### config.mk
export PLATFORM = sky130hd
export DESIGN_NAME = fft_r22sdf_cmul
export DESIGN_NICKNAME = d
export VERILOG_FILES = /design/src/rtl/fft_pkg.sv /design/src/rtl/fft_round_sat.sv /design/src/rtl/mult_add.sv /design/src/rtl/fft_r22sdf_cmul.sv
export SDC_FILE = /design/constraint.sdc
export NUM_CORES = 2
export LEC_CHECK = 0
export CAP_MARGIN = 40
export CORE_AREA = 2 2 386 388
export CTS_BUF_LIST = sky130_fd_sc_hd__clkbuf_16
export DETAILED_ROUTE_END_ITERATION = 12
export DIE_AREA = 0 0 388 390
export GPL_TIMING_DRIVEN = 0
export SYNTH_ARGS = -nofsm -noshare
export SYNTH_HDL_FRONTEND = slang
export SYNTH_HIERARCHICAL = 1
export SYNTH_SLANG_ARGS = --single-unit
### constraint.sdc
create_clock -name clk_i -period 5.59 [get_ports clk_i]
set_input_delay 1.118 -clock clk_i [delete_from_list [all_inputs] [get_ports clk_i]]
set_output_delay 1.118 -clock clk_i [all_outputs]
set_load 0.05 [all_outputs]
### src/rtl/fft_pkg.sv
// Shared definitions for the R2^2 SDF FFT datapath blocks.
//   ROUND_TRUNC / ROUND_CONV : rounding mode selectors
//   cmul_state_e             : time-shared twiddle multiplier sequence
//   cmul_prod_w()            : product width for DATA x TWIDDLE operands
package fft_pkg;

    localparam int ROUND_TRUNC = 0;
    localparam int ROUND_CONV  = 1;

    typedef enum logic [1:0] {
        ST_IDLE = 2'd0,
        ST_MF   = 2'd1,
        ST_MR   = 2'd2,
        ST_MI   = 2'd3
    } cmul_state_e;

    // A (DATA+1)-bit difference times a TWIDDLE-bit coefficient, or a
    // DATA-bit sample times a (TWIDDLE+1)-bit sum, both fit in DATA+TWIDDLE+1.
    function automatic int cmul_prod_w(input int data_w, input int twid_w);
        return data_w + twid_w + 1;
    endfunction

endpackage

### src/rtl/fft_round_sat.sv
// Rescale a P_W-bit product by SH bits, round, and clamp to D_W bits.
//   in_i  : P_W-bit signed full-precision value
//   z_o   : D_W-bit signed result
//   sat_o : high when z_o was clamped
// ROUND selects floor (ROUND_TRUNC) or round-half-to-even (ROUND_CONV).
module fft_round_sat
    import fft_pkg::*;
#(
    parameter int P_W   = 36,
    parameter int D_W   = 25,
    parameter int SH    = 9,
    parameter int ROUND = ROUND_CONV
) (
    input  logic signed [P_W-1:0] in_i,
    output logic signed [D_W-1:0] z_o,
    output logic                  sat_o
);

    // One spare bit so the round-up increment can never wrap.
    localparam int Q_W = P_W - SH + 1;
    localparam logic [SH-1:0] HALF = {1'b1, {(SH-1){1'b0}}};
    localparam logic signed [Q_W-1:0] MAXV = {{(Q_W-D_W+1){1'b0}}, {(D_W-1){1'b1}}};
    localparam logic signed [Q_W-1:0] MINV = {{(Q_W-D_W+1){1'b1}}, {(D_W-1){1'b0}}};

    logic signed [Q_W-1:0] q;
    logic signed [Q_W-1:0] qr;
    logic [SH-1:0]         frac;
    logic                  up;

    always_comb begin
        q    = Q_W'(in_i >>> SH);
        frac = in_i[SH-1:0];
        up   = (ROUND == ROUND_CONV) && ((frac > HALF) || ((frac == HALF) && q[0]));
        qr   = q + {{(Q_W-1){1'b0}}, up};
        if (qr > MAXV) begin
            z_o   = MAXV[D_W-1:0];
            sat_o = 1'b1;
        end else if (qr < MINV) begin
            z_o   = MINV[D_W-1:0];
            sat_o = 1'b1;
        end else begin
            z_o   = qr[D_W-1:0];
            sat_o = 1'b0;
        end
    end

endmodule

### src/rtl/mult_add.sv
// Signed multiply-accumulate: p_o = a_i * b_i + c_i, wrapped to P_W bits.
//   a_i : A_W-bit signed multiplicand
//   b_i : B_W-bit signed multiplier
//   c_i : P_W-bit signed addend
//   p_o : P_W-bit signed result
module mult_add #(
    parameter int A_W = 26,
    parameter int B_W = 11,
    parameter int P_W = 36
) (
    input  logic signed [A_W-1:0] a_i,
    input  logic signed [B_W-1:0] b_i,
    input  logic signed [P_W-1:0] c_i,
    output logic signed [P_W-1:0] p_o
);

    logic signed [P_W-1:0] a_ext;
    logic signed [P_W-1:0] b_ext;

    // Callers guarantee the true product fits in P_W, so the low P_W bits
    // of the extended multiply are exact.
    assign a_ext = P_W'(a_i);
    assign b_ext = P_W'(b_i);
    assign p_o   = a_ext * b_ext + c_i;

endmodule

### src/rtl/fft_r22sdf_cmul.sv
// Complex twiddle multiplier z = x * w (3-multiply Karatsuba form).
//   clk_i, rst_n         : clock, async active-low reset
//   valid_i / ready_o    : input handshake (ready_o tied high when SHARE=0)
//   ctr_i, x_*_i, w_*_i  : counter and operands of the sample
//   valid_o, ctr_o, z_*_o: registered result, 4 cycles after acceptance
//   ovf_o / clr_ovf_i    : sticky saturation flag and its clear (set wins)
// SHARE=0: three multipliers, one sample per cycle.
// SHARE=1: one multiplier stepped IDLE -> MF -> MR -> MI, one sample per 3 cycles.
//   state | meaning
//   IDLE  | waiting for a sample
//   MF    | f = w_re * (x_re - x_im)
//   MR    | R = x_im * (w_re - w_im) + f
//   MI    | I = x_re * (w_re + w_im) - f, next sample may be accepted
module fft_r22sdf_cmul
    import fft_pkg::*;
#(
    parameter int DATA_WIDTH    = 25,
    parameter int TWIDDLE_WIDTH = 10,
    parameter int NLOG2         = 10,
    parameter int SHARE         = 0,
    parameter int ROUND         = ROUND_CONV
) (
    input  logic                         clk_i,
    input  logic                         rst_n,
    input  logic                         valid_i,
    output logic                         ready_o,
    input  logic [NLOG2-1:0]             ctr_i,
    input  logic signed [DATA_WIDTH-1:0] x_re_i,
    input  logic signed [DATA_WIDTH-1:0] x_im_i,
    input  logic signed [TWIDDLE_WIDTH-1:0] w_re_i,
    input  logic signed [TWIDDLE_WIDTH-1:0] w_im_i,
    output logic                         valid_o,
    output logic [NLOG2-1:0]             ctr_o,
    output logic signed [DATA_WIDTH-1:0] z_re_o,
    output logic signed [DATA_WIDTH-1:0] z_im_o,
    output logic                         ovf_o,
    input  logic                         clr_ovf_i
);

    localparam int P_W = cmul_prod_w(DATA_WIDTH, TWIDDLE_WIDTH);
    localparam int A_W = DATA_WIDTH + 1;
    localparam int B_W = TWIDDLE_WIDTH + 1;
    localparam int SH  = TWIDDLE_WIDTH - 1;

    logic                  out_v_d;
    logic [NLOG2-1:0]      out_ctr_d;
    logic signed [P_W-1:0] out_r_d;
    logic signed [P_W-1:0] out_i_d;
    logic signed [DATA_WIDTH-1:0] rs_re, rs_im;
    logic                  sat_re, sat_im;

    logic                  valid_q;
    logic [NLOG2-1:0]      ctr_q;
    logic signed [DATA_WIDTH-1:0] z_re_q, z_im_q;
    logic                  ovf_q;

    fft_round_sat #(.P_W(P_W), .D_W(DATA_WIDTH), .SH(SH), .ROUND(ROUND)) u_rs_re (
        .in_i(out_r_d), .z_o(rs_re), .sat_o(sat_re));
    fft_round_sat #(.P_W(P_W), .D_W(DATA_WIDTH), .SH(SH), .ROUND(ROUND)) u_rs_im (
        .in_i(out_i_d), .z_o(rs_im), .sat_o(sat_im));

    generate
        if (SHARE == 0) begin : g_par
            logic                  in_v_q, s1_v_q, s2_v_q, s3_v_q;
            logic [NLOG2-1:0]      in_ctr_q, s1_ctr_q, s2_ctr_q, s3_ctr_q;
            logic signed [DATA_WIDTH-1:0]    in_xre_q, in_xim_q;
            logic signed [TWIDDLE_WIDTH-1:0] in_wre_q, in_wim_q;
            logic signed [A_W-1:0] s1_xre_q, s1_xim_q, s1_e_q;
            logic signed [B_W-1:0] s1_wre_q, s1_wd_q, s1_ws_q;
            logic signed [P_W-1:0] m_f, m_r, m_i;
            logic signed [P_W-1:0] s2_f_q, s2_r_q, s2_i_q, s3_r_q, s3_i_q;

            assign ready_o = 1'b1;

            mult_add #(.A_W(A_W), .B_W(B_W), .P_W(P_W)) u_mf (
                .a_i(s1_e_q), .b_i(s1_wre_q), .c_i('0), .p_o(m_f));
            mult_add #(.A_W(A_W), .B_W(B_W), .P_W(P_W)) u_mr (
                .a_i(s1_xim_q), .b_i(s1_wd_q), .c_i('0), .p_o(m_r));
            mult_add #(.A_W(A_W), .B_W(B_W), .P_W(P_W)) u_mi (
                .a_i(s1_xre_q), .b_i(s1_ws_q), .c_i('0), .p_o(m_i));

            always_ff @(posedge clk_i or negedge rst_n) begin
                if (!rst_n) begin
                    {in_v_q, s1_v_q, s2_v_q, s3_v_q} <= '0;
                    {in_ctr_q, s1_ctr_q, s2_ctr_q, s3_ctr_q} <= '0;
                    {in_xre_q, in_xim_q, in_wre_q, in_wim_q} <= '0;
                    {s1_xre_q, s1_xim_q, s1_e_q, s1_wre_q, s1_wd_q, s1_ws_q} <= '0;
                    {s2_f_q, s2_r_q, s2_i_q, s3_r_q, s3_i_q} <= '0;
                end else begin
                    in_v_q <= valid_i;
                    if (valid_i) begin
                        in_ctr_q <= ctr_i;
                        in_xre_q <= x_re_i;
                        in_xim_q <= x_im_i;
                        in_wre_q <= w_re_i;
                        in_wim_q <= w_im_i;
                    end
                    s1_v_q <= in_v_q;
                    if (in_v_q) begin
                        s1_ctr_q <= in_ctr_q;
                        s1_xre_q <= A_W'(in_xre_q);
                        s1_xim_q <= A_W'(in_xim_q);
                        s1_e_q   <= A_W'(in_xre_q) - A_W'(in_xim_q);
                        s1_wre_q <= B_W'(in_wre_q);
                        s1_wd_q  <= B_W'(in_wre_q) - B_W'(in_wim_q);
                        s1_ws_q  <= B_W'(in_wre_q) + B_W'(in_wim_q);
                    end
                    s2_v_q <= s1_v_q;
                    if (s1_v_q) begin
                        s2_ctr_q <= s1_ctr_q;
                        s2_f_q   <= m_f;
                        s2_r_q   <= m_r;
                        s2_i_q   <= m_i;
                    end
                    s3_v_q <= s2_v_q;
                    if (s2_v_q) begin
                        s3_ctr_q <= s2_ctr_q;
                        s3_r_q   <= s2_r_q + s2_f_q;
                        s3_i_q   <= s2_i_q - s2_f_q;
                    end
                end
            end

            assign out_v_d   = s3_v_q;
            assign out_ctr_d = s3_ctr_q;
            assign out_r_d   = s3_r_q;
            assign out_i_d   = s3_i_q;
        end else begin : g_shr
            cmul_state_e           state_q;
            logic [NLOG2-1:0]      ctr_in_q, res_ctr_q;
            logic signed [DATA_WIDTH-1:0]    x_re_q, x_im_q;
            logic signed [TWIDDLE_WIDTH-1:0] w_re_q, w_im_q;
            logic signed [P_W-1:0] f_q, r_q, i_q;
            logic                  res_v_q;
            logic                  accept;
            logic signed [A_W-1:0] ma;
            logic signed [B_W-1:0] mb;
            logic signed [P_W-1:0] mc, mp;

            assign ready_o = (state_q == ST_IDLE) || (state_q == ST_MI);
            assign accept  = valid_i & ready_o;

            always_comb begin
                ma = '0;
                mb = '0;
                mc = '0;
                case (state_q)
                    ST_MF: begin
                        ma = A_W'(x_re_q) - A_W'(x_im_q);
                        mb = B_W'(w_re_q);
                    end
                    ST_MR: begin
                        ma = A_W'(x_im_q);
                        mb = B_W'(w_re_q) - B_W'(w_im_q);
                        mc = f_q;
                    end
                    ST_MI: begin
                        ma = A_W'(x_re_q);
                        mb = B_W'(w_re_q) + B_W'(w_im_q);
                        mc = -f_q;
                    end
                    default: ;
                endcase
            end

            mult_add #(.A_W(A_W), .B_W(B_W), .P_W(P_W)) u_m (
                .a_i(ma), .b_i(mb), .c_i(mc), .p_o(mp));

            // R and I stay put until the output edge; the next sample's MR
            // writes r_q no earlier than one cycle after that edge.
            always_ff @(posedge clk_i or negedge rst_n) begin
                if (!rst_n) begin
                    state_q   <= ST_IDLE;
                    {ctr_in_q, res_ctr_q} <= '0;
                    {x_re_q, x_im_q, w_re_q, w_im_q} <= '0;
                    {f_q, r_q, i_q} <= '0;
                    res_v_q   <= 1'b0;
                end else begin
                    res_v_q <= 1'b0;
                    if (accept) begin
                        ctr_in_q <= ctr_i;
                        x_re_q   <= x_re_i;
                        x_im_q   <= x_im_i;
                        w_re_q   <= w_re_i;
                        w_im_q   <= w_im_i;
                    end
                    case (state_q)
                        ST_IDLE: if (accept) state_q <= ST_MF;
                        ST_MF: begin
                            f_q     <= mp;
                            state_q <= ST_MR;
                        end
                        ST_MR: begin
                            r_q     <= mp;
                            state_q <= ST_MI;
                        end
                        ST_MI: begin
                            i_q       <= mp;
                            res_v_q   <= 1'b1;
                            res_ctr_q <= ctr_in_q;
                            state_q   <= accept ? ST_MF : ST_IDLE;
                        end
                        default: state_q <= ST_IDLE;
                    endcase
                end
            end

            assign out_v_d   = res_v_q;
            assign out_ctr_d = res_ctr_q;
            assign out_r_d   = r_q;
            assign out_i_d   = i_q;
        end
    endgenerate

    always_ff @(posedge clk_i or negedge rst_n) begin
        if (!rst_n) begin
            valid_q <= 1'b0;
            ctr_q   <= '0;
            z_re_q  <= '0;
            z_im_q  <= '0;
            ovf_q   <= 1'b0;
        end else begin
            valid_q <= out_v_d;
            if (out_v_d) begin
                ctr_q  <= out_ctr_d;
                z_re_q <= rs_re;
                z_im_q <= rs_im;
            end
            ovf_q <= (out_v_d & (sat_re | sat_im)) | (ovf_q & ~clr_ovf_i);
        end
    end

    assign valid_o = valid_q;
    assign ctr_o   = ctr_q;
    assign z_re_o  = z_re_q;
    assign z_im_o  = z_im_q;
    assign ovf_o   = ovf_q;

endmodule

Word-level counts from Yosys, hierarchy flattened
Cells that the tools add are included.
{"block": "totals", "register_bits": 464, "latchBits": 0, "mem_bits_rw": 0, "rom_bits": 0, "input_bits": 84, "output_inout_bits": 63, "word_cells": 63, "mem_count": 0}
{"block": "op_classes", "add_sub_neg": 7, "mul": 3, "div": 0, "order_cmp": 6, "eq_ne": 2, "shift": 0, "muxes": 8, "bitwise": 5, "n_reduce_logical": 4}
{"cell": "25-bit two-way mux", "count": 4}
{"cell": "25-bit by 11-bit multiplier with 36-bit output", "count": 2}
{"cell": "27-bit by 2-bit adder with 28-bit output", "count": 2}
{"cell": "28-bit by 25-bit greater-than comparator with 1-bit output (second input constant)", "count": 2}
{"cell": "28-bit by 25-bit less-than comparator with 1-bit output (second input constant)", "count": 2}
{"cell": "36-bit adder", "count": 1}
{"cell": "26-bit by 10-bit multiplier with 36-bit output", "count": 1}
{"cell": "36-bit subtractor", "count": 1}
{"cell": "25-bit by 25-bit subtractor with 26-bit output", "count": 1}
{"cell": "9-bit equality test (second input constant)", "count": 2}
{"cell": "9-bit greater-than comparator (second input constant)", "count": 2}
{"cell": "10-bit by 10-bit adder with 11-bit output", "count": 1}
{"cell": "10-bit by 10-bit subtractor with 11-bit output", "count": 1}
{"cell": "1-bit two-way mux", "count": 4}
{"cell": "1-bit bitwise AND", "count": 2}
{"cell": "1-bit logical AND", "count": 2}
{"cell": "1-bit logical OR", "count": 2}
{"cell": "1-bit OR", "count": 2}
{"cell": "1-bit inverter", "count": 1}

Longest topological paths before layout
{"block": "logic_depth", "depth_word": 10, "ltp_mapped": 25, "depth_no_buf": 22}

Hierarchy
Netlist, hierarchy kept.
{"module": "fft_r22sdf_cmul", "n_inst": 1, "cells_per_inst": 1958, "area_per_inst_um2": 22785.6, "seq_area_each_um2": 11586.1}
{"module": "mult_add (g_par.u_mr)", "n_inst": 1, "cells_per_inst": 1282, "area_per_inst_um2": 10943.0, "seq_area_each_um2": 0.0}
{"module": "mult_add (g_par.u_mf)", "n_inst": 1, "cells_per_inst": 1274, "area_per_inst_um2": 10915.5, "seq_area_each_um2": 0.0}
{"module": "mult_add (g_par.u_mi)", "n_inst": 1, "cells_per_inst": 1262, "area_per_inst_um2": 10810.4, "seq_area_each_um2": 0.0}
{"module": "fft_round_sat", "n_inst": 2, "cells_per_inst": 125, "area_per_inst_um2": 838.3, "seq_area_each_um2": 0.0}

Worst setup path after synthesis
Ideal clock, no wire load.
{"block": "synth_timing", "path_type": "flip-flop to flip-flop", "from": "register g_par.s1_wd_q[2]", "to": "register g_par.s2_r_q[31]", "setup_ps": 125, "t_arrival_ps": 5548, "t_required_ps": 5465, "slack_ps": -82, "stages_incl_launch_ff": 21, "path_buffers": 2, "synth_period_minus_slack_ps": 5672, "cell_sequence": "dfrtp_1 -> clkbuf_1 -> clkbuf_1 -> nand2_1 -> fa_1 -> fa_1 -> inv_1 -> fa_1 -> fa_1 -> inv_1 -> fa_1 -> inv_1 -> ha_1 -> a21oi_2 -> o211ai_1 -> a221o_1 -> a31o_1 -> a211o_4 -> a31oi_4 -> xnor2_1 -> mux2_2"}
{"block": "synth_via", "elab_chain_len": 1}
{"item": "start, declared", "line_no": "fft_r22sdf_cmul.sv:69", "source": "logic signed [B_W-1:0] s1_wre_q, s1_wd_q, s1_ws_q;"}
{"item": "start signal, assigned", "line_no": "fft_r22sdf_cmul.sv:105", "source": "s1_wd_q <= B_W'(in_wre_q) - B_W'(in_wim_q);"}
{"item": "25-bit by 11-bit multiplier with 36-bit output", "line_no": "mult_add.sv:24", "source": "assign p_o = a_ext * b_ext + c_i;"}
{"item": "named net g_par.m_r[31]", "line_no": "fft_r22sdf_cmul.sv:70", "source": "logic signed [P_W-1:0] m_f, m_r, m_i;"}
{"item": "end signal, assigned", "line_no": "fft_r22sdf_cmul.sv:112", "source": "s2_r_q <= m_r;"}
{"item": "end, declared", "line_no": "fft_r22sdf_cmul.sv:71", "source": "logic signed [P_W-1:0] s2_f_q, s2_r_q, s2_i_q, s3_r_q, s3_i_q;"}
The timed path passes the listed nets, and every way through them passes these cells.
A chain may end at the register's enable or synchronous reset.

Worst setup path after layout
{"block": "layout_timing", "from": "register g_par.s1_wd_q[8]", "to": "register g_par.s2_r_q[31]"}
Same word-level chain as after synthesis.

==> impl_metrics.csv <==
group,metric,value,unit
yosys,synthArstFlopShare,100.0,%
placement,numPortBuffers,145,
detailed_routing,drt_wl_total,172100,um
sta,layout_setup_ws,-338.8,ps
yosys,netlist_area,57130,um^2
clock_tree,cts_buffer_depth,3,
global_routing,grt_pass1_wl,266500,um
clock_tree,cts_sinks,463,
setup_path,cp-start-kind,"register",
detailed_routing,initialDrtViolationCount,3006,
sta,fin_crit_sh,106.1,%
floorplanning,initial_core_util,38.83,%
setup_path,regToRegSetupSlack,-340,ps
yosys,synth_top_family_by_area,"adder cells",
setup_path,r2r.worst_path.cells,19,
detailed_routing,route.detailed.drc,0,
floorplanning,die_w,388,um
setup_path,arrival,6470,ps
setup_path,critPathTopFamily,"adder cells",
setup_path,worst-path-buf-inv,4,
clock_tree,h-tree-depth,2,
setup_path,path_class,"reg2reg",
yosys,synthSimpleGateAreaFrac,12.01,%
sta,tightest_slew,900.3,ps
final_layout,nFillCells,14080,
sta,relSlewSlack,39.98,%
yosys,ys_seq_elements,463,
final_layout,layout-drive-gt1-share,18.39,%
yosys,synth_fa_ha_area_share,37.97,%
clock_tree,cts-buffers-inserted,53,
clock_tree,root_buffer,"clkbuf_16",
floorplanning,fp-row-count,141,
setup_path,cpPeakStageDelay,580,ps
setup_path,cp_cell_sequence,"buf_8 > buf_6 > and2_4 > fa_1 > fa_1 > fa_1 > fa_1 > inv_2 > fa_2 > inv_2 > ha_4 > a21oi_4 > o211ai_1 > a221o_1 > a31o_4 > a211o_4 > a31oi_4 > xnor2_2 > mux2_2",
detailed_routing,detail-route-antenna-nets,0,
placement,dpl-instance-area,61630,um^2
detailed_routing,wl_per_cell,20.30,um
sta,period_needed,5929,ps
min_path,hold_path.class,"in2async",
yosys,yosysUniqueCellTypes,105,
clock_tree,cts_hold_buf,0,
yosys,synth-edff-count,0,
placement,place_hpwl,137100,um
floorplanning,pin_count,147,
run_status,outcome,"finished, violations left",
placement,gp_congestion,0.9203,
setup_path,timing.rr.end,"g_par.s2_r_q[31]$_DFFE_PN0P_",
clock_tree,clk_pin_slew,60,ps
setup_path,worstSetupEndpointType,"register",
sta,rsz0062_at_grt,"true",
clock_tree,cts_tree,"yes",
yosys,synth_compound_area_share,8.876,%
detailed_routing,via_per_inst,5.111,
final_layout,stdcell_area,67590,um^2
detailed_routing,first_pass_iters,6,
global_routing,overflow,0,
clock_tree,clk_latency,660,ps
setup_path,cpMaxStageDelayCell,"dfrtp_4",
sta,max_freq,168.7,MHz
setup_path,critPathMostFrequentCell,"fa_1",
setup_path,worstPathMaxFanout,6,
global_routing,track_usage,22.96,%
floorplanning,core-area,147100,um^2
yosys,ys_seq_area_share,20.28,%
yosys,synth_mux_area_share,6.750,%
flow_run,maxCapViolCount,0,
detailed_routing,vias,43330,
final_layout,area_growth,18.30,%
yosys,netlist_instances,6026,
global_routing,grt_max_degree,116,
global_routing,grt_pass1_vias,45060,
yosys,yosysWarnings,6,
setup_path,reg2reg_from,"g_par.s1_wd_q[8]$_DFFE_PN0P_",
sta,setup_viol,37,
setup_path,worstPathRequired,6130,ps
yosys,synthFlopType,"dfrtp_1",
global_routing,antenna_found_initial,5,
yosys,synth_xor_area_share,3.951,%
floorplanning,die_area,151300,um^2
run_status,violations,"setup timing",
sta,slew_violations,0,
sta,hold_viol_final,0,
yosys,syn_area_per_cell,9.481,um^2
floorplanning,die-height,390,um
final_layout,nets,7805,
sta,skew,60.68,ps
==> cell usage after synthesis, drive strengths merged (35+ instances only) <==
cell type	number	share of area, %
nand2	810	5.3
a21oi	245	2.3
and2	213	2.3
dfrtp	463	20
o21ai	177	1.6
inv	1245	8.2
nand3	51	0.45
nor2b	74	0.82
a21o	78	1.0
nand4	51	0.59
fa	851	30
nor2	124	0.84
o21a	35	0.46
ha	372	8.1
xnor2	169	2.6
nor3	37	0.32
xor2	87	1.3
mux2	335	6.6
clkbuf	242	1.6
buf	35	0.38
==> worst register-to-register path, stage by stage (launching register included) <==
cell	delay, ps
dfrtp_4	580
buf_8	180
buf_6	120
and2_4	130
fa_1	550
fa_1	430
fa_1	480
fa_1	510
inv_2	40
fa_2	580
inv_2	60
ha_4	250
a21oi_4	150
o211ai_1	130
a221o_1	370
a31o_4	250
a211o_4	380
a31oi_4	190
xnor2_2	130
mux2_2	280
==> layer usage <==
metal / vias up / track usage [%] / wire (um) / part of all wire (%)
met5: - / 0 / 13 / 0.0076
met4: 2 / 8.200 / 7388 / 4.3
met3: 283 / 3.310 / 11540 / 6.7
met2: 1243 / 36.70 / 78260 / 45
met1: 22170 / 31.81 / 74860 / 44
li1: 19630 / - / - / -
==> worst max path at each step <==
stage	from	end	slack, ps	depth (start not counted)
floorplan	g_par.s1_wd_q[7]$_DFFE_PN0P_	g_par.s2_r_q[31]$_DFFE_PN0P_	3	20
global placement	rst_n	g_par.s1_wre_q[9]$_DFFE_PN0P_	-19830	1
detailed placement	g_par.s1_ws_q[5]$_DFFE_PN0P_	g_par.s2_i_q[35]$_DFFE_PN0P_	-1720	21
CTS	g_par.s1_wd_q[6]$_DFFE_PN0P_	g_par.s2_r_q[32]$_DFFE_PN0P_	-290	18
global route	g_par.s1_wre_q[9]$_DFFE_PN0P_	g_par.s2_f_q[34]$_DFFE_PN0P_	-440	21
finish	g_par.s1_wd_q[8]$_DFFE_PN0P_	g_par.s2_r_q[31]$_DFFE_PN0P_	-340	19
==> registers in the layout, indices dropped and copies added (netlist names), 10 cells and up <==
| signal | count |
|---|---|
| g_par.s1_xre_q | 25 |
| g_par.in_xre_q | 25 |
| z_re_o | 25 |
| g_par.in_xim_q | 25 |
| g_par.s2_f_q | 36 |
| g_par.in_ctr_q | 10 |
| ctr_o | 10 |
| g_par.s2_r_q | 36 |
| z_im_o | 25 |
| g_par.s1_e_q | 26 |
| g_par.s3_ctr_q | 10 |
| g_par.s3_i_q | 36 |
| g_par.s1_wre_q | 10 |
| g_par.s2_ctr_q | 10 |
| g_par.s1_ctr_q | 10 |
| g_par.s3_r_q | 36 |
| g_par.in_wim_q | 10 |
| g_par.s1_wd_q | 11 |
| g_par.s2_i_q | 36 |
| g_par.in_wre_q | 10 |
| g_par.s1_xim_q | 25 |
| g_par.s1_ws_q | 10 |
==> stage by stage <==
step / cells / hold slack (ps) / setup WS, ps / util (%) / setup TNS, ps
final: 8476 / 347.0 / -338.8 / 45.94 / -5650
after global routing: 8473 / 362.8 / -439.5 / 45.93 / -10740
after CTS: 8417 / 329.9 / -293.0 / 45.07 / -3658
after detailed placement: 8220 / 358.1 / -1725 / 41.88 / -63520
after global placement: 8208 / 360.2 / -19830 / 41.74 / -8285210
after floorplan: 6133 / 351.9 / 3.082 / - / 0
==> kinds of logic after synthesis <==
group | after synthesis
DFF | 463
AOI/OAI and AO/OA | 754
adders and majority gates | 1223
muxes | 343
other | 2
buffers and inverters | 1522
xor gates and xnor gates | 256
and+or+nand+nor | 1463
==> what timing repair did <==
action,in CTS,in global routing
pin swaps,130,117
endpoints found under the setup margin,79,58
gates cloned,5,2
resized for setup,553,261
hold endpoints to repair,0,0
setup buffers,127,60
==> area by class of cell <==
| type | instances | area (um^2) | share of cell area, % |
|---|---|---|---|
| antenna | 4 | 10.01 | 0.01481 |
| inverter | 1245 | 4681 | 6.925 |
| buffer | 243 | 1778 | 2.631 |
| multi-input combinational | 4148 | 42080 | 62.26 |
| tap | 1930 | 2415 | 3.573 |
| clock buffer | 53 | 1326 | 1.962 |
| timing repair buffer | 344 | 3196 | 4.728 |
| sequential | 463 | 11650 | 17.23 |
| clock inverter | 46 | 457.9 | 0.6775 |
==> cells in the final DEF, fill, tap and decap left out, types with 144 or more instances in the layout <==
| cell | netlist | layout |
|---|---|---|
| buf_4 | 4 | 169 |
| inv_1 | 1244 | 1217 |
| mux2_2 | 334 | 322 |
| fa_1 | 851 | 823 |
| xnor2_1 | 167 | 148 |
| a21oi_1 | 227 | 190 |
| nand2_1 | 809 | 790 |
| and2_1 | 213 | 195 |
| ha_1 | 372 | 323 |
| dfrtp_1 | 463 | 426 |
| clkdlybuf4s50_1 | 0 | 144 |
Power is not shown: default switching activity piles up to over one toggle a cycle in this logic, so the estimate is an artifact.
